**config.mk**
```make
export PLATFORM = sky130hd
export DESIGN_NAME = ddr_target_frame_decoder
export DESIGN_NICKNAME = d
export VERILOG_FILES = /design/src/rtl/ddr_target_frame_decoder_pkg.sv /design/src/rtl/ddr_target_frame_decoder_crc5.sv /design/src/rtl/ddr_target_frame_decoder.sv
export SDC_FILE = /design/constraint.sdc
export NUM_CORES = 1
export LEC_CHECK = 0
export CAP_MARGIN = 15
export CORE_AREA = 4 4 96 98
export CTS_CLUSTER_SIZE = 16
export DETAILED_ROUTE_END_ITERATION = 10
export DIE_AREA = 0 0 100 102
export PLACE_DENSITY = 0.72
export SYNTH_ARGS = -nofsm -noshare
export SYNTH_HDL_FRONTEND = slang
export SYNTH_HIERARCHICAL = 1
export SYNTH_SLANG_ARGS = --single-unit
export TNS_END_PERCENT = 20
```
**constraint.sdc**
```tcl
create_clock -name i_sys_clk -period 2.98 [get_ports i_sys_clk]
set_input_delay 0.745 -clock i_sys_clk [delete_from_list [all_inputs] [get_ports i_sys_clk]]
set_output_delay 0.745 -clock i_sys_clk [all_outputs]
set_load 0.05 [all_outputs]
```
**src/rtl/ddr_target_frame_decoder_pkg.sv**
```systemverilog
`default_nettype none
// ============================================================================
// DDR_TARGET_PACKAGE : shared types and constants for the HDR-DDR target decoder. Rev 1.0
// ============================================================================
package DDR_TARGET_PACKAGE;

   typedef enum logic [2:0] {
      ST_IDLE      = 3'd0,
      ST_PRE       = 3'd1,
      ST_PAYLOAD   = 3'd2,
      ST_PARITY    = 3'd3,
      ST_CRC_TOKEN = 3'd4,
      ST_CRC_VAL   = 3'd5,
      ST_DONE      = 3'd6,
      ST_ERROR     = 3'd7
   } state_t;

   typedef enum logic [1:0] {
      WT_CMD  = 2'd0,
      WT_DATA = 2'd1,
      WT_CRC  = 2'd2
   } word_type_t;

   localparam logic [1:0] PRE_CMD   = 2'b01;
   localparam logic [1:0] PRE_DATA  = 2'b10;
   localparam logic [3:0] CRC_TOKEN = 4'hC;
   localparam logic [4:0] CRC_INIT  = 5'h1F;

   localparam int ERR_PARITY   = 0;
   localparam int ERR_PREAMBLE = 1;
   localparam int ERR_CRC      = 2;
   localparam int ERR_OVERFLOW = 3;

   // {P1, P0}: P1 covers odd data bits, P0 covers even data bits with a forced 1
   function automatic logic [1:0] ddr_parity(input logic [15:0] d);
      logic p1;
      logic p0;
      p1 = 1'b0;
      p0 = 1'b1;
      for (int i = 0; i < 8; i++) begin
         p1 = p1 ^ d[2*i+1];
         p0 = p0 ^ d[2*i];
      end
      return {p1, p0};
   endfunction

endpackage
`default_nettype wire

```
**src/rtl/ddr_target_frame_decoder_crc5.sv**
```systemverilog
`default_nettype none
// ============================================================================
// ddr_crc5_serial : bit-serial CRC-5 (x^5+x^2+1), MSB first. Rev 1.0
// ============================================================================
module ddr_crc5_serial
   import DDR_TARGET_PACKAGE::*;
(
   input  logic       i_sys_clk,
   input  logic       i_sys_rst,
   input  logic       i_clr,
   input  logic       i_en,
   input  logic       i_bit,
   output logic [4:0] o_crc
);

   logic [4:0] r_crc;
   logic       w_fb;

   assign w_fb  = r_crc[4] ^ i_bit;
   assign o_crc = r_crc;

   always_ff @(posedge i_sys_clk) begin
      if (i_sys_rst || i_clr) begin
         r_crc <= CRC_INIT;
      end else if (i_en) begin
         r_crc <= {r_crc[3:0], 1'b0} ^ ({5{w_fb}} & 5'b00101);
      end
   end

endmodule
`default_nettype wire

```
**src/rtl/ddr_target_frame_decoder.sv**
```systemverilog
`default_nettype none
// ============================================================================
// ddr_target_frame_decoder : HDR-DDR target word decoder (preamble/parity/CRC-5). Rev 1.0
// ============================================================================
module ddr_target_frame_decoder
   import DDR_TARGET_PACKAGE::*;
#(
   parameter int MAX_WORDS = 16
) (
   input  logic        i_sys_clk,
   input  logic        i_sys_rst,
   input  logic        i_en,
   input  logic        i_scl_pos_edge,
   input  logic        i_scl_neg_edge,
   input  logic        i_sda,
   output logic        o_word_valid,
   output logic [1:0]  o_word_type,
   output logic [15:0] o_word_data,
   output logic        o_cmd_rnw,
   output logic [6:0]  o_cmd_code,
   output logic [6:0]  o_cmd_addr,
   output logic        o_read_req,
   output logic        o_frame_done,
   output logic [3:0]  o_err_status,
   output logic [4:0]  o_word_cnt
);

   localparam logic [4:0] C_MAX_WORDS = 5'(MAX_WORDS);

   state_t      r_state,   w_state_nxt;
   logic [4:0]  r_bitcnt,  w_bitcnt_nxt;
   logic [15:0] r_shift,   w_shift_nxt, w_shifted;
   logic [15:0] r_payload, w_payload_nxt;
   logic        r_first,   w_first_nxt;
   logic        r_is_data, w_is_data_nxt;
   logic        r_valid,   w_valid_nxt;
   word_type_t  r_type,    w_type_nxt;
   logic [15:0] r_data,    w_data_nxt;
   logic        r_rnw,     w_rnw_nxt;
   logic [6:0]  r_code,    w_code_nxt;
   logic [6:0]  r_addr,    w_addr_nxt;
   logic        r_rreq,    w_rreq_nxt;
   logic        r_done,    w_done_nxt;
   logic [3:0]  r_err,     w_err_nxt;
   logic [4:0]  r_cnt,     w_cnt_nxt;
   logic        w_sample, w_crc_clr, w_crc_en;
   logic [4:0]  w_crc;

   // Coincident strobes collapse to a single sample
   assign w_sample  = i_scl_pos_edge | i_scl_neg_edge;
   assign w_shifted = {r_shift[14:0], i_sda};

   ddr_crc5_serial u_crc (
      .i_sys_clk (i_sys_clk),
      .i_sys_rst (i_sys_rst),
      .i_clr     (w_crc_clr),
      .i_en      (w_crc_en),
      .i_bit     (i_sda),
      .o_crc     (w_crc)
   );

   always_ff @(posedge i_sys_clk) begin
      if (i_sys_rst) begin
         r_state   <= ST_IDLE;
         r_bitcnt  <= 5'd0;
         r_shift   <= 16'd0;
         r_payload <= 16'd0;
         r_first   <= 1'b0;
         r_is_data <= 1'b0;
         r_valid   <= 1'b0;
         r_type    <= WT_CMD;
         r_data    <= 16'd0;
         r_rnw     <= 1'b0;
         r_code    <= 7'd0;
         r_addr    <= 7'd0;
         r_rreq    <= 1'b0;
         r_done    <= 1'b0;
         r_err     <= 4'd0;
         r_cnt     <= 5'd0;
      end else begin
         r_state   <= w_state_nxt;
         r_bitcnt  <= w_bitcnt_nxt;
         r_shift   <= w_shift_nxt;
         r_payload <= w_payload_nxt;
         r_first   <= w_first_nxt;
         r_is_data <= w_is_data_nxt;
         r_valid   <= w_valid_nxt;
         r_type    <= w_type_nxt;
         r_data    <= w_data_nxt;
         r_rnw     <= w_rnw_nxt;
         r_code    <= w_code_nxt;
         r_addr    <= w_addr_nxt;
         r_rreq    <= w_rreq_nxt;
         r_done    <= w_done_nxt;
         r_err     <= w_err_nxt;
         r_cnt     <= w_cnt_nxt;
      end
   end

   always_comb begin
      w_state_nxt   = r_state;
      w_bitcnt_nxt  = r_bitcnt;
      w_shift_nxt   = r_shift;
      w_payload_nxt = r_payload;
      w_first_nxt   = r_first;
      w_is_data_nxt = r_is_data;
      w_valid_nxt   = 1'b0;
      w_type_nxt    = r_type;
      w_data_nxt    = r_data;
      w_rnw_nxt     = r_rnw;
      w_code_nxt    = r_code;
      w_addr_nxt    = r_addr;
      w_rreq_nxt    = r_rreq;
      w_err_nxt     = r_err;
      w_cnt_nxt     = r_cnt;
      w_crc_clr     = 1'b0;
      w_crc_en      = 1'b0;

      if (w_sample && (r_state inside {ST_PRE, ST_PAYLOAD, ST_PARITY, ST_CRC_TOKEN, ST_CRC_VAL})) begin
         w_shift_nxt  = w_shifted;
         w_bitcnt_nxt = r_bitcnt + 5'd1;
      end

      case (r_state)
         ST_IDLE: begin
            if (i_en) begin
               w_state_nxt  = ST_PRE;
               w_bitcnt_nxt = 5'd0;
               w_err_nxt    = 4'd0;
               w_cnt_nxt    = 5'd0;
               w_first_nxt  = 1'b1;
               w_crc_clr    = 1'b1;
            end
         end
         ST_PRE: begin
            if (w_sample && r_bitcnt == 5'd1) begin
               w_bitcnt_nxt = 5'd0;
               if (r_first) begin
                  if (w_shifted[1:0] == PRE_CMD) begin
                     w_state_nxt   = ST_PAYLOAD;
                     w_is_data_nxt = 1'b0;
                  end else begin
                     w_err_nxt[ERR_PREAMBLE] = 1'b1;
                     w_state_nxt             = ST_ERROR;
                  end
               end else if (w_shifted[1:0] == PRE_DATA) begin
                  w_state_nxt   = ST_PAYLOAD;
                  w_is_data_nxt = 1'b1;
               end else if (w_shifted[1:0] == PRE_CMD) begin
                  w_state_nxt = ST_CRC_TOKEN;
               end else begin
                  w_err_nxt[ERR_PREAMBLE] = 1'b1;
                  w_state_nxt             = ST_ERROR;
               end
            end
         end
         ST_PAYLOAD: begin
            if (w_sample) begin
               w_crc_en = 1'b1;
               if (r_bitcnt == 5'd15) begin
                  w_bitcnt_nxt  = 5'd0;
                  w_payload_nxt = w_shifted;
                  w_state_nxt   = ST_PARITY;
               end
            end
         end
         ST_PARITY: begin
            if (w_sample && r_bitcnt == 5'd1) begin
               w_bitcnt_nxt = 5'd0;
               if (w_shifted[1:0] != ddr_parity(r_payload)) begin
                  w_err_nxt[ERR_PARITY] = 1'b1;
                  w_state_nxt           = ST_ERROR;
               end else if (r_is_data) begin
                  if (r_cnt == C_MAX_WORDS) begin
                     w_err_nxt[ERR_OVERFLOW] = 1'b1;
                     w_state_nxt             = ST_ERROR;
                  end else begin
                     w_valid_nxt = 1'b1;
                     w_type_nxt  = WT_DATA;
                     w_data_nxt  = r_payload;
                     w_cnt_nxt   = r_cnt + 5'd1;
                     w_state_nxt = ST_PRE;
                  end
               end else begin
                  w_valid_nxt = 1'b1;
                  w_type_nxt  = WT_CMD;
                  w_data_nxt  = r_payload;
                  w_rnw_nxt   = r_payload[15];
                  w_code_nxt  = r_payload[14:8];
                  w_addr_nxt  = r_payload[7:1];
                  w_first_nxt = 1'b0;
                  if (r_payload[15]) begin
                     w_rreq_nxt  = 1'b1;
                     w_state_nxt = ST_DONE;
                  end else begin
                     w_state_nxt = ST_PRE;
                  end
               end
            end
         end
         ST_CRC_TOKEN: begin
            if (w_sample && r_bitcnt == 5'd3) begin
               w_bitcnt_nxt = 5'd0;
               if (w_shifted[3:0] == CRC_TOKEN) begin
                  w_state_nxt = ST_CRC_VAL;
               end else begin
                  w_err_nxt[ERR_CRC] = 1'b1;
                  w_state_nxt        = ST_ERROR;
               end
            end
         end
         ST_CRC_VAL: begin
            if (w_sample && r_bitcnt == 5'd4) begin
               w_bitcnt_nxt = 5'd0;
               if (w_shifted[4:0] == w_crc) begin
                  w_valid_nxt = 1'b1;
                  w_type_nxt  = WT_CRC;
                  w_data_nxt  = {11'd0, w_crc};
                  w_state_nxt = ST_DONE;
               end else begin
                  w_err_nxt[ERR_CRC] = 1'b1;
                  w_state_nxt        = ST_ERROR;
               end
            end
         end
         default: begin
         end
      endcase

      // Dropping enable aborts the frame; sticky status and fields survive
      if (!i_en) begin
         w_state_nxt = ST_IDLE;
         w_valid_nxt = 1'b0;
         w_rreq_nxt  = 1'b0;
      end

      w_done_nxt = (w_state_nxt inside {ST_DONE, ST_ERROR}) &&
                   !(r_state inside {ST_DONE, ST_ERROR});
   end

   assign o_word_valid = r_valid;
   assign o_word_type  = r_type;
   assign o_word_data  = r_data;
   assign o_cmd_rnw    = r_rnw;
   assign o_cmd_code   = r_code;
   assign o_cmd_addr   = r_addr;
   assign o_read_req   = r_rreq;
   assign o_frame_done = r_done;
   assign o_err_status = r_err;
   assign o_word_cnt   = r_cnt;

endmodule
`default_nettype wire

```
Yosys cells after proc, flatten, opt, wreduce, memory -nomap -nowiden
Index checks and enable logic that the tools add are counted.
- register bits after elaboration: 91
- bits in latches: 0
- memory bits (writable): 0
- bits in read-only memories: 0
- input port bits: 6
- output and inout bits: 45
- logic and storage cells: 192
- memories: 0
- add/sub/neg operators: 2
- multiply operators: 0
- divide/modulo/power cells: 0
- order comparisons: 0
- equality and inequality tests: 36
- shifts and indexed selects: 0
- mux-type cells: 84
- bitwise operators: 21
- reductions and logical operators: 29
- operators by type and width (cell ; count):
    2-to-1 mux 16 bit ; 6
    2-to-1 mux 5 bit ; 12
    2-to-1 mux 3 bit ; 14
    2-to-1 mux 1 bit ; 32
    one-hot mux 16 bit (2 select lines) ; 1
    one-hot mux 5 bit (5 select lines) ; 1
    AND reduction 6 bit ; 4
    equality test 3 bit, second input constant ; 6
    one-hot mux 3 bit (6 select lines) ; 1
    2-to-1 mux 2 bit ; 8
    != test 2 x 1 -> 1 bit, second input constant ; 8
    AND reduction 4 bit ; 4
    bitwise XOR 1 bit ; 15
    != test 2 bit, second input constant ; 7
    nonzero test 2 bit ; 6
    adder 5 x 1 -> 5 bit, second input constant ; 2
    one-hot mux 1 bit (2 select lines) ; 5
    one-hot mux 5 bit (2 select lines) ; 1
    AND reduction 5 bit ; 2
    equality test 3 x 2 -> 1 bit, second input constant ; 2
    != test 3 bit, second input constant ; 2
    equality test 5 x 1 -> 1 bit, second input constant ; 1
    equality test 5 x 2 -> 1 bit, second input constant ; 1
    equality test 5 x 3 -> 1 bit, second input constant ; 1
    other kinds (22) ; 30

Depth between registers and ports, before layout
Gate-level depths: netlist (run 1).
- depth in word-level cells: 16
- mapped depth: 9
- gate-level depth less buffers: 8

Modules after synthesis
The synthesis (run 1) kept the hierarchy.
- modules (own cells, without submodules) (module ; times used ; cells each ; area each (µm²)):
    ddr_target_frame_decoder ; 1 ; 432 ; 3881.2
    ddr_crc5_serial ; 1 ; 20 ; 217.7

Least setup slack after synthesis (run 1)
Ideal clock, no wire load.
- path kind: input-to-reg
- start: in i_scl_neg_edge
- end: reg r_data[0] (netlist: o_word_data[0])
- library setup time: 0.116 ns
- arrival time: 2.393 ns
- path slack: 0.471 ns
- cell stages on the path: 7
- path buffers: 1
- cell sequence: or2_2 > clkbuf_1 > nand4_1 > or3_1 > nor3_2 > nor2_1 > a31o_2
- cells in the longest elaborated chain, start to end: 4
- ends and longest elaborated chain (element ; line ; text):
    start: declaration ; ddr_target_frame_decoder.sv:14 ; input logic i_scl_neg_edge,
    bitwise OR 1 bit (*) ; ddr_target_frame_decoder.sv:50 ; assign w_sample = i_scl_pos_edge | i_scl_neg_edge;
    logical AND 1 bit, on equally long branches ; ddr_target_frame_decoder.sv:213, ddr_target_frame_decoder.sv:168 ;
    != test 2 x 1 -> 1 bit (no source line) ; n/a ;
    AND reduction 6 bit (no source line) (*) ; n/a ;
    end signal: assignment ; ddr_target_frame_decoder.sv:89 ; r_data <= w_data_nxt;
    end: declaration ; ddr_target_frame_decoder.sv:38 ; logic [15:0] r_data, w_data_nxt;
Mark *: on every way between the ends. The rest lies on a longest branch, timed or not.
A chain may end at the register's enable or synchronous reset.

Worst setup path after layout (run 1)
- start: in i_sda
- end: reg r_cnt[2] (netlist: o_word_cnt[2])
- cells in the longest elaborated chain, start to end: 3
- ends and longest elaborated chain (element ; line ; text):
    start: declaration ; ddr_target_frame_decoder.sv:15 ; input logic i_sda,
    != test 2 bit ; ddr_target_frame_decoder.sv:170 ; if (w_shifted[1:0] != ddr_parity(r_payload)) begin
    != test 2 bit (no source line) ; n/a ;
    AND reduction 6 bit (no source line) ; n/a ;
    end signal: assignment ; ddr_target_frame_decoder.sv:96 ; r_cnt <= w_cnt_nxt;
    end: declaration ; ddr_target_frame_decoder.sv:45 ; logic [4:0] r_cnt, w_cnt_nxt;
Every way passes these cells.

==> flow_metrics.py, run 1 <==
metrics = {
    "status": {
        "status": "finished clean",
    },
    "power": {
        "power_mw": 2.208,
        "clock_power_share_pct": 39.5,
        "seq_power_share_pct": 55.6,
        "power-per-cell-area_nw_per_um2": 439.8,
        "comb_power_share_pct": 4.9,
        "reported_net_switching_power_mw": 0.5465,
        "power_report.internal_total_mw": 1.661,
        "max-vdd-ir-drop_mv": 0.2762,
        "cellLeakagePower_nw": 1.808,
        "swShare_pct": 24.75,
    },
    "logic_synthesis": {
        "netlist_top_cells_area": "dfxtp_1 (44%), mux2i_1 (8.5%), nand2_1 (5.1%)",
        "synth-main-ff-cell": "dfxtp_1",
        "synth.most_common_cell": "dfxtp_1",
        "synth_fp_nets": 468,
        "ys_seq_elements": 91,
        "synth_seq_area_share_pct": 44.44,
        "synthDominantCellAreaShare_pct": 44.44,
        "syn_inst": 452,
        "synth.lib_cells_used.distinct": 51,
        "synth.cell_area_um2": 4099,
        "synth-edff-count": 0,
        "netlist.top_cell.by_area": "dfxtp_1",
        "synth_async_sr_flop_share_pct": 0,
        "syn_area_per_cell_um2": 9.068,
        "most_common_library_cells_after_synthesis": "dfxtp_1 (91), nand2_1 (56), nor2_1 (49)",
        "synth_warnings": 6,
    },
    "worst_setup_path": {
        "rr_endpoint": "o_word_cnt[2]$_SDFFE_PP0P_",
        "worst_r2r_setup_slack_ps": 520,
        "path_cells": "clkdlybuf4s50_1 -> xor2_1 -> xnor2_1 -> xnor2_2 -> or3_1 -> or4_1 -> a21oi_1",
        "critical_path_required_ps": 3280,
        "cp_top_family": "simple AND/OR/NAND/NOR gates",
        "startpoint_types": "input pin",
        "reg2reg_from": "r_payload[9]$_SDFFE_PP0P_",
        "slowest_stage": "clkdlybuf4s50_1",
        "worstSetupEndpoint": "o_word_cnt[2]$_SDFFE_PP0P_",
        "timing.critical_path.from": "i_sda",
        "endpoint_kind": "flop",
        "worstRegToRegCells": 6,
        "critical_path_stages": 7,
        "worst-path-buf-inv": 1,
        "critPathMaxStageDelay_ps": 590,
        "ws_path_type": "input pin to flop",
        "cp.arrival_ps": 2890,
        "path_max_fanout": 6,
    },
    "layout": {
        "nets": 524,
        "layout.core_utilization_pct": 59.30,
        "stdcell_count": 621,
        "num_antenna_cells": 0,
        "post-route-cell-area_um2": 5020,
        "flow.area_growth_from_synthesis_pct": 22.47,
        "drive_above_1_share_pct": 10.33,
    },
    "drt": {
        "viasPerCell": 5.475,
        "dr_total_vias": 3400,
        "route.antenna.remaining_nets": 0,
        "detail_route.first_pass.iterations": 5,
        "detail_route.wirelength_um": 9583,
        "wire_per_inst_um": 15.43,
        "detail_route.iter0.violations": 177,
        "drc": 0,
    },
    "clock_network": {
        "cts_made_buffers": 9,
        "cts_buffer_depth": 2,
        "post_cts_clock_slew_at_the_launch_and_capture_registers_of_the_worst_setup_and_hold_paths_ps": 100,
        "cts_repair_resize_count": 0,
        "cts_tree": "yes",
        "clock_latency_ps": 360,
        "ctsHtreeMaxLevel": 3,
        "clock_tree.root_cell": "clkbuf_8",
        "clock-sinks": 91,
        "postCtsHoldBufs": 0,
        "cts.repair_timing.setup_buffer_count": 0,
    },
    "timing": {
        "totalNegativeSetupSlack_ps": 0,
        "period_share_pct": 87.05,
        "grt_setup_unrepaired": "no",
        "worst_clock_skew_ps": 12.88,
        "hold-worst-slack_ps": 458.3,
        "hold_viol_final": 0,
        "max_slew_violations": 0,
        "worst_max_slew_margin_expressed_relative_to_the_limit_pct": 59.64,
        "fmaxAchievable_mhz": 385.5,
        "setup_violations": 0,
        "worst_slack_ps": 385.9,
        "finalWorstPathRequiredPeriod_ps": 2594,
        "worstMarginPinSlew_ps": 599.1,
    },
    "placed_design": {
        "dp_slack_ps": 9.774,
        "dp.cells": 605,
        "gp_congestion": 0.9279,
        "placed_cell_area_um2": 4813,
        "port_buffers": 50,
        "dpl.hpwl_um": 7139,
    },
    "global_routing": {
        "grt_util_met2_pct": 30.58,
        "grt.overflow.total": 0,
        "number_of_global_route_vias_before_repair": 3149,
        "use_met3_pct": 3.208,
        "met1_usage_pct": 25.75,
        "initial_antenna_violation_count": 0,
        "grt_start_max_net_pins": 40,
        "grt_pass1_wl_um": 15640,
        "most_utilized_layer_in_the_global_route_result": "met2",
        "grt_usage_pct": 19.21,
    },
    "die": {
        "initial_core_util_pct": 48.42,
        "die_h_um": 102,
        "top_level_ports": 51,
        "die_area_um2": 10200,
        "core_um2": 8466,
        "die_w_um": 100,
        "fp_rows": 34,
    },
    "flow_run": {
        "max_cap_viol_count": 0,
    },
    "hold_path": {
        "timing.hold.worst.class": "flop to flop",
    },
}
[kinds of logic after synthesis]
group / Yosys count / share of synthesized area, %
multiplexers: 35 / 8.547
AO/OA/AOI/OAI: 95 / 14.99
flip-flops: 91 / 44.44
XOR/XNOR: 25 / 6.746
buffers and inverters: 42 / 4.090
AND/OR/NAND/NOR: 154 / 18.13
adder cells (fa/ha/maj): 10 / 3.053
[state kept, by name, summed over array words and instances, names as in the netlist, 2 cells and up]
signal        flops
r_payload        16
r_state           3
r_shift          15
o_err_status      4
r_bitcnt          5
o_cmd_code        7
o_word_type       2
o_word_data      16
o_cmd_addr        7
o_word_cnt        5
u_crc/o_crc       5
[power by group through the flow]
stage	Clock [mW]	Combinational (mW)	Sequential (mW)
6_report	0.872	0.107	1.23
5_1_grt	0.950	0.118	1.23
4_1_cts	0.902	0.108	1.23
3_5_place_dp	0	0.107	1.26
3_3_place_gp	0	0.107	1.26
2_1_floorplan	0	0.0701	1.26
[worst min path at each step]
stage	to	depth (start not counted)	startpoint
global route	o_err_status[2]$_SDFFE_PP0P_	1	o_err_status[2]$_SDFFE_PP0P_
detailed placement	o_err_status[1]$_SDFFE_PP0P_	2	o_err_status[1]$_SDFFE_PP0P_
global placement	o_err_status[1]$_SDFFE_PP0P_	2	o_err_status[1]$_SDFFE_PP0P_
finish	o_err_status[1]$_SDFFE_PP0P_	2	o_err_status[1]$_SDFFE_PP0P_
floorplan	r_shift[14]$_SDFFE_PP0P_	2	r_shift[14]$_SDFFE_PP0P_
CTS	o_err_status[1]$_SDFFE_PP0P_	2	o_err_status[1]$_SDFFE_PP0P_
[metal layers]
metal  share of wire (%)  wire (µm)  vias to the layer above
met1                  46       4425                     1588
li1                    -          -                     1685
met2                  46       4398                      106
met4                 2.7        257                        0
met3                 5.2        502                       21
met5                   0          0                        -
[cell type report]
| class | instances | area, µm² |
|---|---|---|
| Clock buffer | 9 | 123.9 |
| Fill cell | 753 | 3446 |
| Timing Repair Buffer | 70 | 683.2 |
| Clock inverter | 7 | 82.58 |
| Multi-Input combinational cell | 319 | 2110 |
| Inverter | 17 | 63.81 |
| Tap cell | 108 | 135.1 |
| Sequential cell | 91 | 1822 |
[placed cells by master, fill, tap and decap left out, types with 3 or more instances in the layout]
cell              n
or3_1             3
a31oi_1           3
buf_4            17
xnor2_1          12
nand2_1          56
o21a_1            7
and3_1            5
nand4_1           8
nor3_2            3
xor2_1            8
inv_1            16
clkbuf_8          9
a31o_2            5
o21ai_0          14
nor2_1           49
or2_2             3
a21oi_1          36
nand2b_1          4
ha_1             10
nand3_1           3
nor3_1            3
dfxtp_1          91
clkdlybuf4s50_1  49
a22o_1           13
buf_12            3
mux2i_1          35
a211oi_1          4
[worst register-to-register path, cell delays in order (launching register included)]
cell and delay, ps:
dfxtp_1 450, xnor2_1 150, xnor3_2 460, xnor2_2 220, or3_1 490, or4_1 500
a21oi_1 140
(Power assumes the default switching activity.)
==> inputs of run 2 (changes only) <==
--- a/config.mk
+++ b/config.mk
@@ -7,10 +7,11 @@
 export LEC_CHECK = 0
 export CAP_MARGIN = 15
 export CORE_AREA = 4 4 96 98
+export CTS_CLUSTER_DIAMETER = 120
 export CTS_CLUSTER_SIZE = 16
 export DETAILED_ROUTE_END_ITERATION = 10
 export DIE_AREA = 0 0 100 102
-export PLACE_DENSITY = 0.72
+export PLACE_DENSITY = 0.77
 export SYNTH_ARGS = -nofsm -noshare
 export SYNTH_HDL_FRONTEND = slang
 export SYNTH_HIERARCHICAL = 1
==> run 2 against run 1 <==
Against the previous run:
- combinational power barely moved
- utilization rose by 0.12 points
- sequential power barely moved
- hold slack got worse by 10 ps
- clock power rose by 1%
- critical path type unchanged
- largest cell class unchanged
==> flow_metrics.py, run 2 (synthesis gave the netlist of run 1 again) <==
metrics = {
    "worst_setup_path": {
        "path_max_fanout": 6,
        "endpoint_kind": "flop",
        "critPathMaxStageDelay_ps": 580,
        "critical_path_required_ps": 3280,
        "worst-path-buf-inv": 1,
        "cp.arrival_ps": 2910,
        "cp_top_family": "simple AND/OR/NAND/NOR gates",
        "path_cells": "clkdlybuf4s50_1 -> xor2_1 -> xnor2_1 -> xnor2_2 -> or3_1 -> or4_1 -> a21oi_1",
        "timing.critical_path.from": "i_sda",
        "startpoint_types": "input pin",
        "slowest_stage": "clkdlybuf4s50_1",
        "reg2reg_from": "r_payload[5]$_SDFFE_PP0P_",
        "ws_path_type": "input pin to flop",
    },
    "power": {
        "max-vdd-ir-drop_mv": 0.2596,
        "power_mw": 2.221,
        "power-per-cell-area_nw_per_um2": 441.5,
        "cellLeakagePower_nw": 1.813,
    },
    "timing": {
        "worst_slack_ps": 366.8,
        "finalWorstPathRequiredPeriod_ps": 2613,
        "period_share_pct": 87.69,
        "totalNegativeSetupSlack_ps": 0,
        "fmaxAchievable_mhz": 382.7,
        "max_slew_violations": 0,
        "worst_max_slew_margin_expressed_relative_to_the_limit_pct": 55.39,
        "setup_violations": 0,
        "grt_setup_unrepaired": "no",
        "worstMarginPinSlew_ps": 662.2,
        "hold_viol_final": 0,
        "worst_clock_skew_ps": 12.13,
    },
    "global_routing": {
        "number_of_global_route_vias_before_repair": 3236,
        "grt_pass1_wl_um": 16240,
        "grt.overflow.total": 0,
        "grt_start_max_net_pins": 36,
        "initial_antenna_violation_count": 0,
        "grt_usage_pct": 20.07,
    },
    "clock_network": {
        "ctsHtreeMaxLevel": 3,
        "clock_tree.root_cell": "clkbuf_8",
        "cts_made_buffers": 9,
        "cts_repair_resize_count": 0,
        "clock-sinks": 91,
        "cts_buffer_depth": 2,
        "postCtsHoldBufs": 0,
        "cts_tree": "yes",
        "post_cts_clock_slew_at_the_launch_and_capture_registers_of_the_worst_setup_and_hold_paths_ps": 100,
        "clock_latency_ps": 360,
        "cts.repair_timing.setup_buffer_count": 0,
    },
    "flow_run": {
        "max_cap_viol_count": 0,
    },
    "placed_design": {
        "gp_congestion": 0.9086,
        "port_buffers": 50,
        "placed_cell_area_um2": 4821,
        "dp.cells": 606,
        "dp_slack_ps": -0.01843,
        "dpl.hpwl_um": 7219,
    },
    "drt": {
        "route.antenna.remaining_nets": 0,
        "drc": 0,
        "detail_route.iter0.violations": 201,
        "dr_total_vias": 3402,
        "viasPerCell": 5.469,
        "detail_route.wirelength_um": 9846,
        "wire_per_inst_um": 15.83,
        "detail_route.first_pass.iterations": 5,
    },
    "hold_path": {
        "timing.hold.worst.class": "flop to flop",
        "worst_hold_startpoint": "o_err_status[1]$_SDFFE_PP0P_",
    },
    "die": {
        "initial_core_util_pct": 48.42,
        "die_w_um": 100,
        "die_h_um": 102,
        "die_area_um2": 10200,
        "fp_rows": 34,
        "core_um2": 8466,
        "top_level_ports": 51,
    },
    "status": {
        "status": "finished clean",
    },
    "layout": {
        "most-common-layout-cells": "dfxtp_1 (91), nand2_1 (56), nor2_1 (49), clkdlybuf4s50_1 (49), a21oi_1 (36)",
        "num_antenna_cells": 0,
        "drive_above_1_share_pct": 10.51,
        "nets": 525,
        "layout.cells.most_common": "dfxtp_1",
        "multiInputGateArea_um2": 2110,
        "flow.area_growth_from_synthesis_pct": 22.71,
        "post-route-cell-area_um2": 5030,
        "register_area_um2": 1822,
        "stdcell_count": 622,
        "final.fill_count": 746,
    },
}
-- run 2: changes by cell type in the layout (fill, tap and decap cells not counted) --
cell | before | now
buf_4 | 17 | 18
clkbuf_8 | 9 | 10
clkinv_4 | 0 | 1
inv_6 | 2 | 1
inv_8 | 2 | 1
-- run 2: path summary, 6_finish.rpt --
check        depth (start not counted)  slack (ps)                            to
max                                  7         370    o_word_cnt[2]$_SDFFE_PP0P_
min                                  2         450  o_err_status[1]$_SDFFE_PP0P_
max reg2reg                          6         550    o_word_cnt[2]$_SDFFE_PP0P_
min reg2reg                          2         450  o_err_status[1]$_SDFFE_PP0P_
-- run 2: tightest hold or removal path, stage by stage (launching register included) --
cell and delay [ps]:
dfxtp_1 320, inv_1 40, a21oi_1 50
-- run 2: final cells by class --
cell class	instances	area share [%]
clock buffers	10	2.736
well taps	108	2.687
multi-input cells	319	41.94
inverters	17	1.269
clock inverters	6	1.418
flip-flops and latches	91	36.22
repair buffers	71	13.73
-- run 2: where the power goes --
group	switching, mW	total, mW	internal (mW)
Clock	0.463	0.883	0.420
Combinational	0.0717	0.109	0.0371
Sequential	0.00864	1.23	1.22
-- run 2: per-stage QoR --
step | utilization, % | hold slack (ps)
after detailed placement | 56.95 | 440.7
after CTS | 59.41 | 453.5
after global routing | 59.41 | 481.1
final | 59.41 | 447.9
after global placement | 56.95 | 439.4
after floorplan | - | 436.0
-- run 2: layer usage --
layer  global-route usage (%)  wire [µm]
met1                    27.21       4441
met2                    33.04       4649
met3                    3.140        630
met4                    6.425        125
met5                        0          0
==> inputs of run 3 (changes only) <==
--- a/config.mk
+++ b/config.mk
@@ -6,12 +6,12 @@
 export NUM_CORES = 1
 export LEC_CHECK = 0
 export CAP_MARGIN = 15
-export CORE_AREA = 4 4 96 98
+export CORE_AREA = 4 4 92 94
 export CTS_CLUSTER_DIAMETER = 120
 export CTS_CLUSTER_SIZE = 16
 export DETAILED_ROUTE_END_ITERATION = 10
-export DIE_AREA = 0 0 100 102
-export PLACE_DENSITY = 0.77
+export DIE_AREA = 0 0 96 98
+export PLACE_DENSITY = 0.82
 export SYNTH_ARGS = -nofsm -noshare
 export SYNTH_HDL_FRONTEND = slang
 export SYNTH_HIERARCHICAL = 1
==> run 3 against run 2 <==
Against the previous run:
- register-to-register slack got worse by 70 ps
- setup slack got worse by 21 ps
- first-iteration DRC count increased by 20%
- hold slack improved by 13 ps
- critical path type unchanged
- clock-buffer cell count unchanged
- global-route usage grew 0.92 points
- critical path depth unchanged
- largest cell class unchanged
- die area decreased by 7.8%
- clock skew down 0.82 ps
- wire length decreased by 4.8%
- via count shrank 0.68%
- largest power group unchanged
- clock power down 4.8%
==> flow_metrics.py, run 3 (synthesis gave the netlist of run 1 again) <==
metrics = {
    "status": {
        "status": "finished clean",
    },
    "timing": {
        "totalNegativeSetupSlack_ps": 0,
        "period_share_pct": 88.39,
        "max_slew_violations": 0,
        "worst_max_slew_margin_expressed_relative_to_the_limit_pct": 59.02,
        "fmaxAchievable_mhz": 379.6,
        "worstMarginPinSlew_ps": 608.3,
        "hold_viol_final": 0,
        "hold-worst-slack_ps": 460.9,
        "setup_violations": 0,
        "finalWorstPathRequiredPeriod_ps": 2634,
        "worst_clock_skew_ps": 11.31,
        "grt_setup_unrepaired": "no",
    },
    "layout": {
        "register_area_um2": 1822,
        "drive_above_1_share_pct": 9.608,
        "post-route-cell-area_um2": 4985,
        "flow.area_growth_from_synthesis_pct": 21.61,
        "layout.cells.most_common": "dfxtp_1",
        "final.fill_count": 619,
        "multiInputGateArea_um2": 2110,
        "num_antenna_cells": 0,
        "most-common-layout-cells": "dfxtp_1 (91), nand2_1 (56), nor2_1 (49), clkdlybuf4s50_1 (49), a21oi_1 (36)",
        "nets": 521,
        "stdcell_count": 612,
    },
    "global_routing": {
        "met1_usage_pct": 28.82,
        "grt_util_met2_pct": 32.08,
        "grt_usage_pct": 20.99,
        "grt_pass1_wl_um": 15650,
        "number_of_global_route_vias_before_repair": 3164,
        "initial_antenna_violation_count": 0,
        "grt.overflow.total": 0,
        "grt_start_max_net_pins": 48,
        "use_met3_pct": 3.852,
        "most_utilized_layer_in_the_global_route_result": "met2",
    },
    "clock_network": {
        "cts_tree": "yes",
        "cts_repair_resize_count": 0,
        "post_cts_clock_slew_at_the_launch_and_capture_registers_of_the_worst_setup_and_hold_paths_ps": 90,
        "clock_tree.root_cell": "clkbuf_8",
        "clock-sinks": 91,
        "ctsHtreeMaxLevel": 3,
        "cts_made_buffers": 9,
        "postCtsHoldBufs": 0,
        "cts_buffer_depth": 2,
        "cts.repair_timing.setup_buffer_count": 0,
        "clock_latency_ps": 360,
    },
    "die": {
        "initial_core_util_pct": 53.60,
        "core_um2": 7647,
        "die_area_um2": 9408,
        "top_level_ports": 51,
        "die_h_um": 98,
        "fp_rows": 32,
        "die_w_um": 96,
    },
    "hold_path": {
        "timing.hold.worst.class": "flop to flop",
    },
    "worst_setup_path": {
        "path_max_fanout": 8,
        "critical_path_required_ps": 3280,
        "cp.arrival_ps": 2930,
        "ws_path_type": "input pin to flop",
        "startpoint_types": "input pin",
        "endpoint_kind": "flop",
    },
    "drt": {
        "detail_route.iter0.violations": 241,
        "drc": 0,
        "detail_route.wirelength_um": 9377,
        "route.antenna.remaining_nets": 0,
        "wire_per_inst_um": 15.32,
        "dr_total_vias": 3379,
        "detail_route.first_pass.iterations": 5,
        "viasPerCell": 5.521,
    },
    "placed_design": {
        "placed_cell_area_um2": 4783,
        "gp_congestion": 0.8866,
        "dp.cells": 596,
        "dpl.hpwl_um": 6865,
        "port_buffers": 50,
    },
    "flow_run": {
        "max_cap_viol_count": 0,
    },
    "power": {
        "power-per-cell-area_nw_per_um2": 436.3,
        "cellLeakagePower_nw": 1.786,
        "max-vdd-ir-drop_mv": 0.2102,
    },
}
run 3: cell type report:
class | instances | share of cell area [%]
multi-input cells | 319 | 42.32
flip-flops and latches | 91 | 36.55
repair buffers | 67 | 13.25
clock buffers | 10 | 2.560
well taps | 102 | 2.560
clock inverters | 6 | 1.481
inverters | 17 | 1.280
run 3: layer usage:
metal | share of wire [%] | wire length (µm)
met1 | 46 | 4309
met5 | 0 | 0
met4 | 2.3 | 214
met2 | 47 | 4429
met3 | 4.5 | 423
run 3: worst max-delay path, stage by stage:
cell and delay, ps:
clkdlybuf4s50_1 500, xor2_1 210, xnor2_1 260, xnor2_2 90
or3_1 470, or4_1 500, a21oi_1 140
run 3: stage by stage:
stage               util (%)  power [mW]  setup slack, ps
finish                 65.18       2.175            345.9
floorplan                  -       1.326            470.5
global route           65.18       2.255            199.9
CTS                    65.18       2.183            336.7
detailed placement     62.55       1.362           -13.83
global placement       62.55       1.361            12.31
run 3: report_power, final:
part | switching [mW] | total, mW | internal [mW]
logic | 0.0696 | 0.106 | 0.0361
registers | 0.00832 | 1.23 | 1.22
clock network | 0.445 | 0.841 | 0.396
run 3: path summary, 6_finish.rpt:
path	slack, ps	from	to	depth (start not counted)
hold reg to reg	460	o_err_status[1]$_SDFFE_PP0P_	o_err_status[1]$_SDFFE_PP0P_	2
hold / removal	460	o_err_status[1]$_SDFFE_PP0P_	o_err_status[1]$_SDFFE_PP0P_	2
setup reg to reg	480	r_payload[9]$_SDFFE_PP0P_	o_word_cnt[2]$_SDFFE_PP0P_	6
setup / recovery	350	i_sda	o_word_cnt[2]$_SDFFE_PP0P_	7
